[src/rtl/nios_lcell_timer_ctrl_if.sv]
`default_nettype none
// ============================================================================
// Module   : nios_lcell_timer_ctrl_if
// Purpose  : Avalon-MM slave bus bundle for the LCELL interval timer
//            controller (zero-wait-state register access).
// Signals  : chipselect  - slave select
//            address[1:0]- register index
//            write       - write strobe (qualified by chipselect)
//            writedata   - write data, CNT_W bits
//            readdata    - read data, CNT_W bits, combinational from address
// Modports : master (bus host side), slave (timer side)
// Revision : 1.0 - initial release
// ============================================================================
interface nios_lcell_timer_ctrl_if #(
  parameter int CNT_W = 16
);
  logic             chipselect;
  logic [1:0]       address;
  logic             write;
  logic [CNT_W-1:0] writedata;
  logic [CNT_W-1:0] readdata;

  modport master (
    output chipselect,
    output address,
    output write,
    output writedata,
    input  readdata
  );

  modport slave (
    input  chipselect,
    input  address,
    input  write,
    input  writedata,
    output readdata
  );
endinterface
`default_nettype wire

[src/rtl/nios_lcell_timer_ctrl.sv]
`default_nettype none
// ============================================================================
// Module   : nios_lcell_timer_ctrl
// Purpose  : Avalon-slave controller sequencing an external counter-mode LCELL
//            chain as a Nios interval timer. Owns the prescaler, the period
//            down-counter and the IDLE/LOAD/RUN state machine, and raises a
//            level IRQ on timeout.
// Ports    : clk        - system clock, rising edge
//            reset      - synchronous, active-high
//            avs        - Avalon slave bus (nios_lcell_timer_ctrl_if.slave)
//            irq        - level interrupt, TO & ITO
//            chain_ena  - 1-clk enable per prescaled tick while running
//            chain_clr  - 1-clk synchronous clear to the chain on (re)start
//            running    - high in LOAD or RUN
// Registers: 0 STATUS   rd {RUN,TO}; any write clears TO
//            1 CONTROL  bit0 ITO, bit1 CONT; bit2 START, bit3 STOP strobes
//            2 PERIOD   rd/wr
//            3 PRESCALE rd/wr (low PRE_W bits)
// Option   : NIOS_LCELL_TMR_SNAPSHOT_EN - a write to STATUS also captures the
//            live count; address 3 then reads the snapshot and PRESCALE
//            becomes write-only.
// Revision : 1.0 - initial release
// ============================================================================
module nios_lcell_timer_ctrl #(
  parameter int CNT_W = 16,
  parameter int PRE_W = 8
) (
  input  logic                    clk,
  input  logic                    reset,
  nios_lcell_timer_ctrl_if.slave  avs,
  output logic                    irq,
  output logic                    chain_ena,
  output logic                    chain_clr,
  output logic                    running
);

  localparam logic [1:0] c_st_idle = 2'd0;
  localparam logic [1:0] c_st_load = 2'd1;
  localparam logic [1:0] c_st_run  = 2'd2;

  logic [1:0]       r_state;
  logic             r_to;
  logic             r_ito;
  logic             r_cont;
  logic [CNT_W-1:0] r_period;
  logic [PRE_W-1:0] r_prescale;
  logic [CNT_W-1:0] r_count;
  logic [PRE_W-1:0] r_pre_cnt;
`ifdef NIOS_LCELL_TMR_SNAPSHOT_EN
  logic [CNT_W-1:0] r_snap;
`endif

  logic w_wr;
  logic w_wr_status;
  logic w_wr_ctrl;
  logic w_start;
  logic w_stop;
  logic w_tick;
  logic w_expire;
  logic w_running;

  assign w_wr        = avs.chipselect & avs.write;
  assign w_wr_status = w_wr & (avs.address == 2'd0);
  assign w_wr_ctrl   = w_wr & (avs.address == 2'd1);
  assign w_start     = w_wr_ctrl & avs.writedata[2];
  assign w_stop      = w_wr_ctrl & avs.writedata[3];

  // A START or STOP strobe in RUN pre-empts the tick: the counters are held
  // (STOP) or about to be reloaded (START), so no chain enable is issued.
  assign w_tick    = (r_state == c_st_run) && (r_pre_cnt == '0) && !w_start && !w_stop;
  assign w_expire  = w_tick && (r_count == '0);
  assign w_running = (r_state != c_st_idle);

  assign chain_ena = w_tick;
  assign chain_clr = (r_state == c_st_load);
  assign running   = w_running;
  assign irq       = r_to & r_ito;

  always_ff @(posedge clk) begin
    if (reset) begin
      r_state    <= c_st_idle;
      r_to       <= 1'b0;
      r_ito      <= 1'b0;
      r_cont     <= 1'b0;
      r_period   <= '1;
      r_prescale <= '0;
      r_count    <= '0;
      r_pre_cnt  <= '0;
    end else begin
      if (w_wr_ctrl) begin
        r_ito  <= avs.writedata[0];
        r_cont <= avs.writedata[1];
      end
      if (w_wr && (avs.address == 2'd2)) begin
        r_period <= avs.writedata;
      end
      if (w_wr && (avs.address == 2'd3)) begin
        r_prescale <= avs.writedata[PRE_W-1:0];
      end

      // Setting TO takes priority over a simultaneous STATUS-write clear so a
      // timeout can never be lost.
      if (w_expire) begin
        r_to <= 1'b1;
      end else if (w_wr_status) begin
        r_to <= 1'b0;
      end

      case (r_state)
        c_st_idle: begin
          if (w_start) begin
            r_state <= c_st_load;
          end
        end
        c_st_load: begin
          r_count   <= r_period;
          r_pre_cnt <= r_prescale;
          if (w_start) begin
            r_state <= c_st_load;
          end else if (w_stop) begin
            r_state <= c_st_idle;
          end else begin
            r_state <= c_st_run;
          end
        end
        c_st_run: begin
          if (w_start) begin
            r_state <= c_st_load;
          end else if (w_stop) begin
            r_state <= c_st_idle;
          end else if (r_pre_cnt != '0) begin
            r_pre_cnt <= r_pre_cnt - PRE_W'(1);
          end else begin
            r_pre_cnt <= r_prescale;
            if (r_count != '0) begin
              r_count <= r_count - CNT_W'(1);
            end else if (r_cont) begin
              r_count <= r_period;
            end else begin
              r_state <= c_st_idle;
            end
          end
        end
        default: begin
          r_state <= c_st_idle;
        end
      endcase
    end
  end

`ifdef NIOS_LCELL_TMR_SNAPSHOT_EN
  always_ff @(posedge clk) begin
    if (reset) begin
      r_snap <= '0;
    end else if (w_wr_status) begin
      r_snap <= r_count;
    end
  end
`endif

  always_comb begin
    avs.readdata = '0;
    case (avs.address)
      2'd0: avs.readdata = {{(CNT_W-2){1'b0}}, w_running, r_to};
      2'd1: avs.readdata = {{(CNT_W-2){1'b0}}, r_cont, r_ito};
      2'd2: avs.readdata = r_period;
`ifdef NIOS_LCELL_TMR_SNAPSHOT_EN
      2'd3: avs.readdata = r_snap;
`else
      2'd3: avs.readdata = {{(CNT_W-PRE_W){1'b0}}, r_prescale};
`endif
      default: avs.readdata = '0;
    endcase
  end

endmodule
`default_nettype wire

[src/flat_wrapper.sv]
// flat-port wrapper written by rule: the top's interface ports become plain ports
module nios_lcell_timer_ctrl_flat 
#(
  parameter int CNT_W = 16,
  parameter int PRE_W = 8
)
  (clk, reset, irq, chain_ena, chain_clr, running, avs_chipselect, avs_address, avs_write, avs_writedata, avs_readdata);
  nios_lcell_timer_ctrl_if #(.CNT_W(CNT_W)) avs_i ();
  input  logic clk;
  input  logic reset;
  output logic irq;
  output logic chain_ena;
  output logic chain_clr;
  output logic running;
  input wire logic [$bits(avs_i.chipselect)-1:0] avs_chipselect;
  input wire logic [$bits(avs_i.address)-1:0] avs_address;
  input wire logic [$bits(avs_i.write)-1:0] avs_write;
  input wire logic [$bits(avs_i.writedata)-1:0] avs_writedata;
  output wire logic [$bits(avs_i.readdata)-1:0] avs_readdata;
  assign avs_i.chipselect = avs_chipselect;
  assign avs_i.address = avs_address;
  assign avs_i.write = avs_write;
  assign avs_i.writedata = avs_writedata;
  assign avs_readdata = avs_i.readdata;
  nios_lcell_timer_ctrl #(.CNT_W(CNT_W), .PRE_W(PRE_W)) u_core (.clk(clk), .reset(reset), .avs(avs_i), .irq(irq), .chain_ena(chain_ena), .chain_clr(chain_clr), .running(running));
endmodule
[config.mk]
export PLATFORM = sky130hd
export DESIGN_NAME = nios_lcell_timer_ctrl_flat
export DESIGN_NICKNAME = d
export VERILOG_FILES = /design/src/rtl/nios_lcell_timer_ctrl_if.sv /design/src/rtl/nios_lcell_timer_ctrl.sv /design/src/flat_wrapper.sv
export SDC_FILE = /design/constraint.sdc
export NUM_CORES = 1
export LEC_CHECK = 0
export BUFFER_PORTS_ARGS = -buffer_cell sky130_fd_sc_hd__buf_2
export CAP_MARGIN = 30
export CORE_AREA = 10 10 102 104
export CTS_CLUSTER_DIAMETER = 40
export DETAILED_ROUTE_END_ITERATION = 10
export DIE_AREA = 0 0 112 114
export PLACE_DENSITY = 0.66
export REMOVE_ABC_BUFFERS = 1
export SLEW_MARGIN = 20
export SYNTH_ARGS = -nofsm -noshare
export SYNTH_HDL_FRONTEND = slang
export SYNTH_SLANG_ARGS = --single-unit
[constraint.sdc]
create_clock -name clk -period 5.7 [get_ports clk]
set_input_delay 0.855 -clock clk [delete_from_list [all_inputs] [get_ports clk]]
set_output_delay 0.855 -clock clk [all_outputs]
set_load 0.02 [all_outputs]
Word level (Yosys, flattened, before mapping):

Cells that the tools add are included.

* word-level logic and storage cells: 71
* output and inout port bits: 20
* flip-flop bits (word level): 53

* equality and inequality tests: 13
* reduce and logical (&&, ||, !) cells: 20
* add/subtract/negate cells: 2
* bitwise operators: 6
* mux-type cells: 22

Operator list (number)
* $mux 16: 5
* $pmux 16 s4: 1
* $pmux 16 s2: 1
* $mux 8: 3
* $logic_not 16->1: 1
* $mux 2: 8
* $pmux 8 s2: 1
* $reduce_bool 16->1: 1
* $sub 16x1->16 const B: 1
* $logic_not 8->1: 1
* $ne 4x2->1 const B: 2
* $reduce_bool 8->1: 1
* $sub 8x1->8 const B: 1
* $and 1x1->1: 6
* $eq 2x2->1 const B: 3
* $logic_and 1x1->1: 6
* $ne 2x2->1 const B: 3
* $pmux 2 s3: 1
* $reduce_bool 2->1: 3
* $reduce_and 5->1: 1
* $eq 2x1->1 const B: 2
* $logic_not 2->1: 2
* $ne 4x4->1 const B: 1
* $reduce_and 4->1: 1
* other kinds (5): 7

Logic depth before layout (Yosys ltp):

Gate-level depths: netlist of run 1.

* word-level depth: 8
* gate-level depth with buffers: 9

Worst setup path before layout of run 1:

OpenSTA, ideal clock, no wires.

* path type: in2out
* from: input avs_chipselect
* to: output chain_ena
* buffers on the path: 1
* data required time: 4.845 ns
* setup slack: 3.061 ns
* stages on the path: 5
* data arrival time: 1.784 ns
* cell sequence: and4b_1 > bufbuf_16 > nand2_1 > nand3_1 > nor2_1

* longest elaborated chain between the ends: 6
* elaborated cells between the ends (all ways): 8
* classes of those cells: 4 x bitwise; 4 x reduce/logical

RTL lines
* from (decl): line flat_wrapper.sv:15 `input wire logic [$bits(avs_i.chipselect)-1:0] avs_chipselect;`
* $and 1x1->1 (*): line nios_lcell_timer_ctrl.sv:62 `assign w_wr = avs.chipselect & avs.write;`
* $and 1x1->1 (*): line nios_lcell_timer_ctrl.sv:64 `assign w_wr_ctrl = w_wr & (avs.address == 2'd1);`
* $and 1x1->1: line nios_lcell_timer_ctrl.sv:65 `assign w_start = w_wr_ctrl & avs.writedata[2];`
* $logic_not 1->1: line nios_lcell_timer_ctrl.sv:70 `assign w_tick = (r_state == c_st_run) && (r_pre_cnt == '0) && !w_start && !w_stop;`
* $logic_and 1x1->1: line nios_lcell_timer_ctrl.sv:70
* $logic_and 1x1->1 (*): line nios_lcell_timer_ctrl.sv:70
* to (decl): line flat_wrapper.sv:12 `output logic chain_ena;`

Mark *: on every way between the ends. The rest lies on a longest branch, timed or not.

Worst setup path after layout of run 1:

* from: register u_core.r_state[0]
* to: output chain_ena

* longest elaborated chain between the ends: 4

RTL lines
* from (decl): line nios_lcell_timer_ctrl.sv:41 `logic [1:0] r_state;`
* from (signal assigned): line nios_lcell_timer_ctrl.sv:81 `r_state <= c_st_idle;`
* from (signal assigned): line nios_lcell_timer_ctrl.sv:112 `r_state <= c_st_load;`
* from (signal assigned): line nios_lcell_timer_ctrl.sv:119 `r_state <= c_st_load;`
* $eq 2x2->1: line nios_lcell_timer_ctrl.sv:70
* $logic_and 1x1->1 (3 in series): line nios_lcell_timer_ctrl.sv:70

Every way passes these cells.

==> summary.md, run 1 <==
| Metric | Value |
|---|---|
| Chip width | 112 µm |
| Clock sinks | 53 |
| DR pass1 iterations | 4 |
| DR iter-0 viols | between 200 and 300 |
| CP top delay family | buffers and inverters |
| Final min period | 3006 ps |
| Startpoint Class | flip-flop |
| Routed via count | ~3,100 |
| Max Transition Viols Final | 0 |
| Clock tree buffer depth | 2 |
| Flops & latches, synth | 53 |
| Count of cell types in the netlist | 61 |
| NumNets Final | 451 |
| Crit path DAT | 2150 ps |
| FMAX | roughly 0.33 GHz |
| Multi-input gate area | slightly below 2000 µm² |
| Post-CTS setup buffers | 0 |
| Ys flop type | dfxtp_1 |
| Type of the worst setup path | reg -> out |
| Asr flop ratio synth | 0% |
| Num CTS Buffers | 5 |
| Synth Area in Compound Gates | 20.70% |
| Slowest CP cell | ha_1 |
| Yosys warns | 0 |
| Max IR drop VDD | about 0.11 mV |
| Post-Synth XOR/XNOR Area | 0% |
| Root Buffer Master | clkbuf_8 |
| I/O Pins | 42 |
| Adder-cell share of the synthesized area | ~3% |
| Hold endpoint | u_core.r_prescale[3]$_SDFFE_PP0P_ |
| FF-to-FF Start | u_core.r_state[0]$_SDFFE_PP0P_ |
| Antenna-violating nets left | 0 |
| EDFF count, synth | 0 |
| Clock latency on the worst-skew pair | 310 ps |
| Ratio of final minimum period to clock period | 52.74% |
| Setup TNS Final | 0 ps |
| Design Area, Final | around 3600 µm² |
| Setup violators final | 0 |
| Syn Area/Cell | approximately 8.3 µm² |
| Worst Skew | between 8 and 9 ps |
| Largest net degree at the start of global routing | 38 |
| Slew headroom | 38.97% |
| HP Start | u_core.r_prescale[3]$_SDFFE_PP0P_ |
| Area growth, synth to finish | 11.10% |
| CP Cell Sequence | inv_1, ha_1, clkinv_1, nor2_1, buf_2 |
| Hold Crit Depth | 2 |
| IO buf count | 41 |
| Hold_buf cts | 0 |
| Sequential area share after synthesis | 32.69% |
| Reg2reg path depth | 7 |
| Reg2Reg Setup Slack | roughly 2800 ps |
| Total power per unit cell area | between 200 and 250 nW/µm² |
| Most common cell after layout, fill and taps aside | nand2_1 |
| HP Class | reg -> reg |
| Die footprint | around 13,000 µm² |
| HPWL Detailed | 6382 µm |
| Worst Path Buf+Inv | 3 |
| Congestion Overflow GR | 0 |
| Slew at the pin closest to its max-slew limit | approximately 920 ps |
| Synth Cell Area | about 3200 µm² |
| Core area | between 8000 and 9000 µm² |
| CTS H-tree lvls | 2 |
| Initial core utilization | a little under two fifths |
| Largest family of logic cells by synthesized area | simple AND/OR/NAND/NOR gates |
| GPL Wtd Cong | between 0.9 and 1 |
| DP Area | 3465 µm² |
| Ant. Diodes | 0 |
| Hold_ws | ~500 ps |
| Fillers | around 840 |
| Most frequent cells in the layout | nand2_1 (70), dfxtp_1 (53), buf_2 (41) |
| Number of global-route vias before repair | approximately 3,000 |
| Crit path max fanout | 15 |
| Design Power | 0.0008282 W |
| DRC violations left | 0 |
| TritonCTS clock tree | yes |
| Drt wl/cell | 16.78 µm |
| Initial antenna violation count | 0 |
| Vias per inst | around 5.8 |
| WP data required | just under 5000 ps |
| Largest stage delay, worst path | ~570 ps |
| Total Routing Usage GR | between 10% and 20% |
| Hold Violations, Final | 0 |
| Share of cells above drive strength 1 | 16.11% |
| Maxcap violations | 0 |
| Total area of sequential cells | 1061 µm² |
| Clk slew on worst S/H paths | approximately 100 ps |
| Rows | 34 |
| Status | finished clean |
| Post_cts resized | 0 |
| Multiplexer share of the synthesized area | roughly 6.0% |
| First-pass GRT wire length | between 10,000 and 15,000 µm |
| Die extent in y | around 110 µm |
| Total leakage power | roughly 1.5 nW |
| RR Endpoint | u_core.r_pre_cnt[3]$_SDFFE_PP0P_ |
| Simple-Gate Fraction of Synth Area | a little under a third |
| Setup crit end kind | primary output |
| Unrepaired setup endpoints after global routing | no |
| WL final | approximately 9000 µm |
| Gate Count Post-Synth | 393 |
==> state kept, by name, indices dropped and copies added (netlist names) <==
signal             count
u_core.r_cont          1
u_core.r_count        16
u_core.r_prescale      8
u_core.r_pre_cnt       8
u_core.r_to            1
u_core.r_state         2
u_core.r_ito           1
u_core.r_period       16
==> layer usage <==
metal  wire length (µm)  global-route usage, %
met5                  0                      0
met4                212                  5.415
met3                450                  2.100
met2               3932                  21.33
met1               4296                  17.98
==> metrics by stage <==
step / worst slack (ps) / utilization [%] / cells
floorplan: 3139 / - / 370
global placement: 2809 / 40.60 / 520
detailed placement: 2750 / 40.93 / 521
CTS: 2719 / 42.51 / 529
global route: 2542 / 42.60 / 530
finish: 2694 / 42.60 / 530
==> kinds of logic (layout without fill, tap and decap cells) <==
kind of cell / Yosys count / in the layout
fa+ha+maj: 8 / 8
mux: 17 / 17
buf+inv: 34 / 63
compound gates: 93 / 93
flops: 53 / 53
simple gates: 188 / 188
==> worst max path at each step <==
stage | end | slack [ps] | depth (start not counted) | startpoint
finish | chain_ena | 2690 | 5 | u_core.r_state[0]$_SDFFE_PP0P_
global route | chain_ena | 2540 | 5 | u_core.r_state[0]$_SDFFE_PP0P_
CTS | chain_ena | 2720 | 5 | u_core.r_state[0]$_SDFFE_PP0P_
detailed placement | chain_ena | 2750 | 6 | avs_address[0]
global placement | chain_ena | 2810 | 6 | avs_address[0]
floorplan | chain_ena | 3140 | 4 | avs_writedata[2]
==> cell usage after synthesis, types with 2 or more instances <==
cell      count  area (µm²)
a211oi_1     12       90.09
a21oi_1      24       120.1
a221oi_1      3       26.28
a22oi_1       2       15.01
a31o_2        2       17.52
a31oi_1       2       12.51
a32oi_1       2       17.52
and2_1       11       68.82
and3_1        2       12.51
buf_6         4       45.04
clkbuf_1     15       56.30
dfxtp_1      53        1061
ha_1          8       100.1
inv_1        10       37.54
mux2i_1      15       150.1
mux4_2        2       45.04
nand2_1      70       262.8
nand2b_1     13       81.33
nand3_1       5       25.02
nand3b_1     17       127.6
nand4_1       5       31.28
nor2_1       19       71.32
nor2b_1       9       56.30
nor3_1        6       30.03
nor3b_1       3       22.52
nor4_1        9       56.30
o211a_1       5       50.05
o211ai_1      5       37.54
o21ai_0      10       50.05
o22ai_1       2       12.51
o32ai_1      13       113.9
or3_1         5       31.28
or3b_2        2       17.52
==> worst reg2reg max path, cell delays in order, from the launching register on <==
cell      delay [ps]
dfxtp_1          340
inv_1             80
ha_1             570
clkinv_1         480
a21oi_1          760
nor2_1            90
a31o_2           240
a221oi_1         220
==> final cells by class <==
| class | count | share of cell area, % |
|---|---|---|
| inverter | 11 | 1.145 |
| timing repair buffer | 44 | 6.870 |
| clock inverter | 3 | 1.804 |
| clock buffer | 5 | 1.908 |
| tap | 108 | 3.747 |
| multi-input combinational | 306 | 55.10 |
| sequential | 53 | 29.42 |
==> power breakdown <==
part / total (W) / internal [W] / switching (W)
Combinational: 0.000136 / 0.0000540 / 0.0000815
Clock: 0.000302 / 0.000174 / 0.000127
Sequential: 0.000391 / 0.000380 / 0.0000109
Total: 0.000828 / 0.000608 / 0.000220
(Power assumes the default switching activity.)
==> inputs of run 2 (changes only) <==
Clock period 5.7 ns to 2.94 ns, I/O delays scaled along.
==> summary.md, run 2 (synthesis gave the netlist of run 1 again) <==
| Metric | Value |
|---|---|
| Status | finished clean |
| Crit path max fanout | 18 (+3) |
| Design Power | 0.001549 W (+87%) |
| GPL Wtd Cong | 0.9168 (+1.1%) |
| Rows | 34 (unchanged) |
| Hold_ws | 333.1 ps (-153.2 ps) |
| Final Worst Setup Slack | 415.9 ps (-2278 ps) |
| Reg2reg path depth | 7 (unchanged) |
| Max Transition Viols Final | 0 (unchanged) |
| Fillers | 870 (+3.1%) |
| First-pass GRT wire length | 15,300 µm (+3.5%) |
| Clock sinks | 53 (unchanged) |
| Finished Layout Cells | 539 (+1.7%) |
| Total leakage power | 1.478 nW (+1.9%) |
| FMAX | approximately 0.40 GHz |
| Met2 usage | 22.57% (+1.2 points) |
| DR pass1 iterations | 5 (+1) |
| Multi-input gate area | 1987 µm² (unchanged) |
| GR peak layer | met2 |
| CTS H-tree lvls | 2 (unchanged) |
| TritonCTS clock tree | yes |
| Vias per inst | 5.803 (+0.84%) |
| Slowest CP cell | and2_1 |
| Clk slew on worst S/H paths | 100 ps (about the same) |
| Hold Crit Depth | 3 (+1) |
| WP data required | 3110 ps (-1740 ps) |
| Ratio of final minimum period to clock period | a little under nine tenths |
| Placed instance count | 531 (+1.9%) |
| DR iter-0 viols | 261 (+4.0%) |
| Setup crit end kind | flip-flop |
| Worst Skew | 6.383 ps (-2.143 ps) |
| CP top delay family | simple AND/OR/NAND/NOR gates |
| Type of the worst setup path | reg -> reg |
| HPWL Detailed | 6772 µm (+6.1%) |
| Core area | 8466 µm² (unchanged) |
| IO buf count | 41 (unchanged) |
| Maxcap violations | 0 (unchanged) |
| Largest net degree at the start of global routing | 58 (+53%) |
| RR Endpoint | u_core.r_count[4]$_SDFFE_PP0P_ |
| I/O Pins | 42 (unchanged) |
| CP Cell Sequence | inv_1, ha_1, nor4b_1, nand4_2, and2_1, a211oi_1, o32ai_1 |
| HP Start | avs_writedata[9] |
| Num CTS Buffers | 5 (unchanged) |
| Hold Violations, Final | 0 (unchanged) |
| Unrepaired setup endpoints after global routing | no |
| Reg2Reg Setup Slack | 420 ps (-2420 ps) |
| Clock latency on the worst-skew pair | 310 ps (about the same) |
| Crit path DAT | 2700 ps (+550 ps) |
| FF-to-FF Start | u_core.r_count[0]$_SDFFE_PP0P_ |
| Clock tree buffer depth | 2 (unchanged) |
| Drt wl/cell | 17.18 µm (+2.4%) |
| Most frequent cells in the layout | nand2_1 (70), dfxtp_1 (53), buf_2 (41) |
| Share of cells above drive strength 1 | 17.63% (+1.5 points) |
| Total area of sequential cells | 1061 µm² (unchanged) |
| Number of global-route vias before repair | 2,991 (-0.43%) |
| Initial core utilization | 38.34% (unchanged) |
| Die footprint | 12,770 µm² (unchanged) |
| DRC violations left | 0 (unchanged) |
| Total power per unit cell area | 426.0 nW/µm² (+85%) |
| Congestion Overflow GR | 0 (unchanged) |
| Worst Path Buf+Inv | 1 (-2) |
| Slew at the pin closest to its max-slew limit | 912.7 ps (-2.684 ps) |
| Setup violators final | 0 (unchanged) |
| Largest stage delay, worst path | 540 ps (-30 ps) |
| Most common cell after layout, fill and taps aside | nand2_1 |
| Routed via count | 3,128 (+2.6%) |
| Total Routing Usage GR | 14.12% (+0.61 points) |
| Hold endpoint | u_core.r_period[9]$_SDFFE_PP1P_ |
| Startpoint Class | flip-flop |
| Final min period | about 2500 ps |
| Die extent in y | 114 µm (unchanged) |
| Met1 Usage GRT | 17.95% (-0.028 points) |
| Post-CTS setup buffers | 0 (unchanged) |
| Met3 Usage GRT | 3.202% (+1.1 points) |
| Max IR drop VDD | 0.2106 mV (+91%) |
| Top Registers | u_core.r_count (16), u_core.r_period (16) |
| Initial antenna violation count | 0 (unchanged) |
| Ant. Diodes | 0 (unchanged) |
| Root Buffer Master | clkbuf_8 |
| Post_cts resized | 0 (unchanged) |
| Area growth, synth to finish | 12.03% |
| HP Class | in -> reg |
| Slew headroom | 39.15% (+0.18 points) |
| WL final | 9262 µm (+4.2%) |
| Antenna-violating nets left | 0 (unchanged) |
| Chip width | 112 µm (unchanged) |
| Hold_buf cts | 0 (unchanged) |
| Post-Place Setup Slack | 446.5 ps (-2303 ps) |
| NumNets Final | 460 (+2.0%) |
| Setup TNS Final | 0 ps (unchanged) |
-- run 2: changes by cell type in the layout (fill, tap and decap cells not counted), sizes merged --
cell / previous run / this run
buf: 43 / 53
clkinv: 2 / 1
bufinv: 2 / 1
clkbuf: 6 / 7
-- run 2: worst max path at each step --
stage | slack (ps) | end | from | depth (start not counted)
2_1_floorplan | 800 | u_core.r_pre_cnt[3]$_SDFFE_PP0P_ | u_core.r_state[0]$_SDFFE_PP0P_ | 6
4_1_cts | 420 | u_core.r_count[4]$_SDFFE_PP0P_ | u_core.r_count[0]$_SDFFE_PP0P_ | 7
3_5_place_dp | 450 | u_core.r_count[4]$_SDFFE_PP0P_ | u_core.r_count[0]$_SDFFE_PP0P_ | 7
5_1_grt | 110 | u_core.r_count[4]$_SDFFE_PP0P_ | u_core.r_count[0]$_SDFFE_PP0P_ | 7
3_3_place_gp | 580 | u_core.r_count[4]$_SDFFE_PP0P_ | u_core.r_count[0]$_SDFFE_PP0P_ | 7
6_report | 420 | u_core.r_count[4]$_SDFFE_PP0P_ | u_core.r_count[0]$_SDFFE_PP0P_ | 7
-- run 2: worst reg2reg max path, cell delays in order, from the launching register on --
cell and delay, ps:
dfxtp_1 340, inv_1 120, ha_1 170, nor4b_1 440, nand4_2 270, and2_1 540, a211oi_1 380, o32ai_1 120
-- run 2: cell type report --
cell class	instances	area share [%]
Clock buffer	7	2.374
Clock inverter	1	0.8259
Inverter	11	1.136
Multi-Input combinational cell	306	54.65
Sequential cell	53	29.18
Tap cell	108	3.716
Timing Repair Buffer	53	8.121
-- run 2: per-stage QoR --
stage	utilization (%)	area (µm²)
CTS	42.95	3636
finish	42.95	3636
global route	42.95	3636
global placement	41.58	3520
detailed placement	41.58	3520
floorplan	-	3089
-- run 2: layer usage --
layer,part of all wire (%),wire length (µm)
met5,0,0
met3,7.0,646
met1,45,4183
met2,46,4218
met4,2.3,213
-- run 2: where the power goes --
group	internal, W	switching, W
registers	0.000736	0.0000217
clock network	0.000278	0.000247
logic	0.000107	0.000159
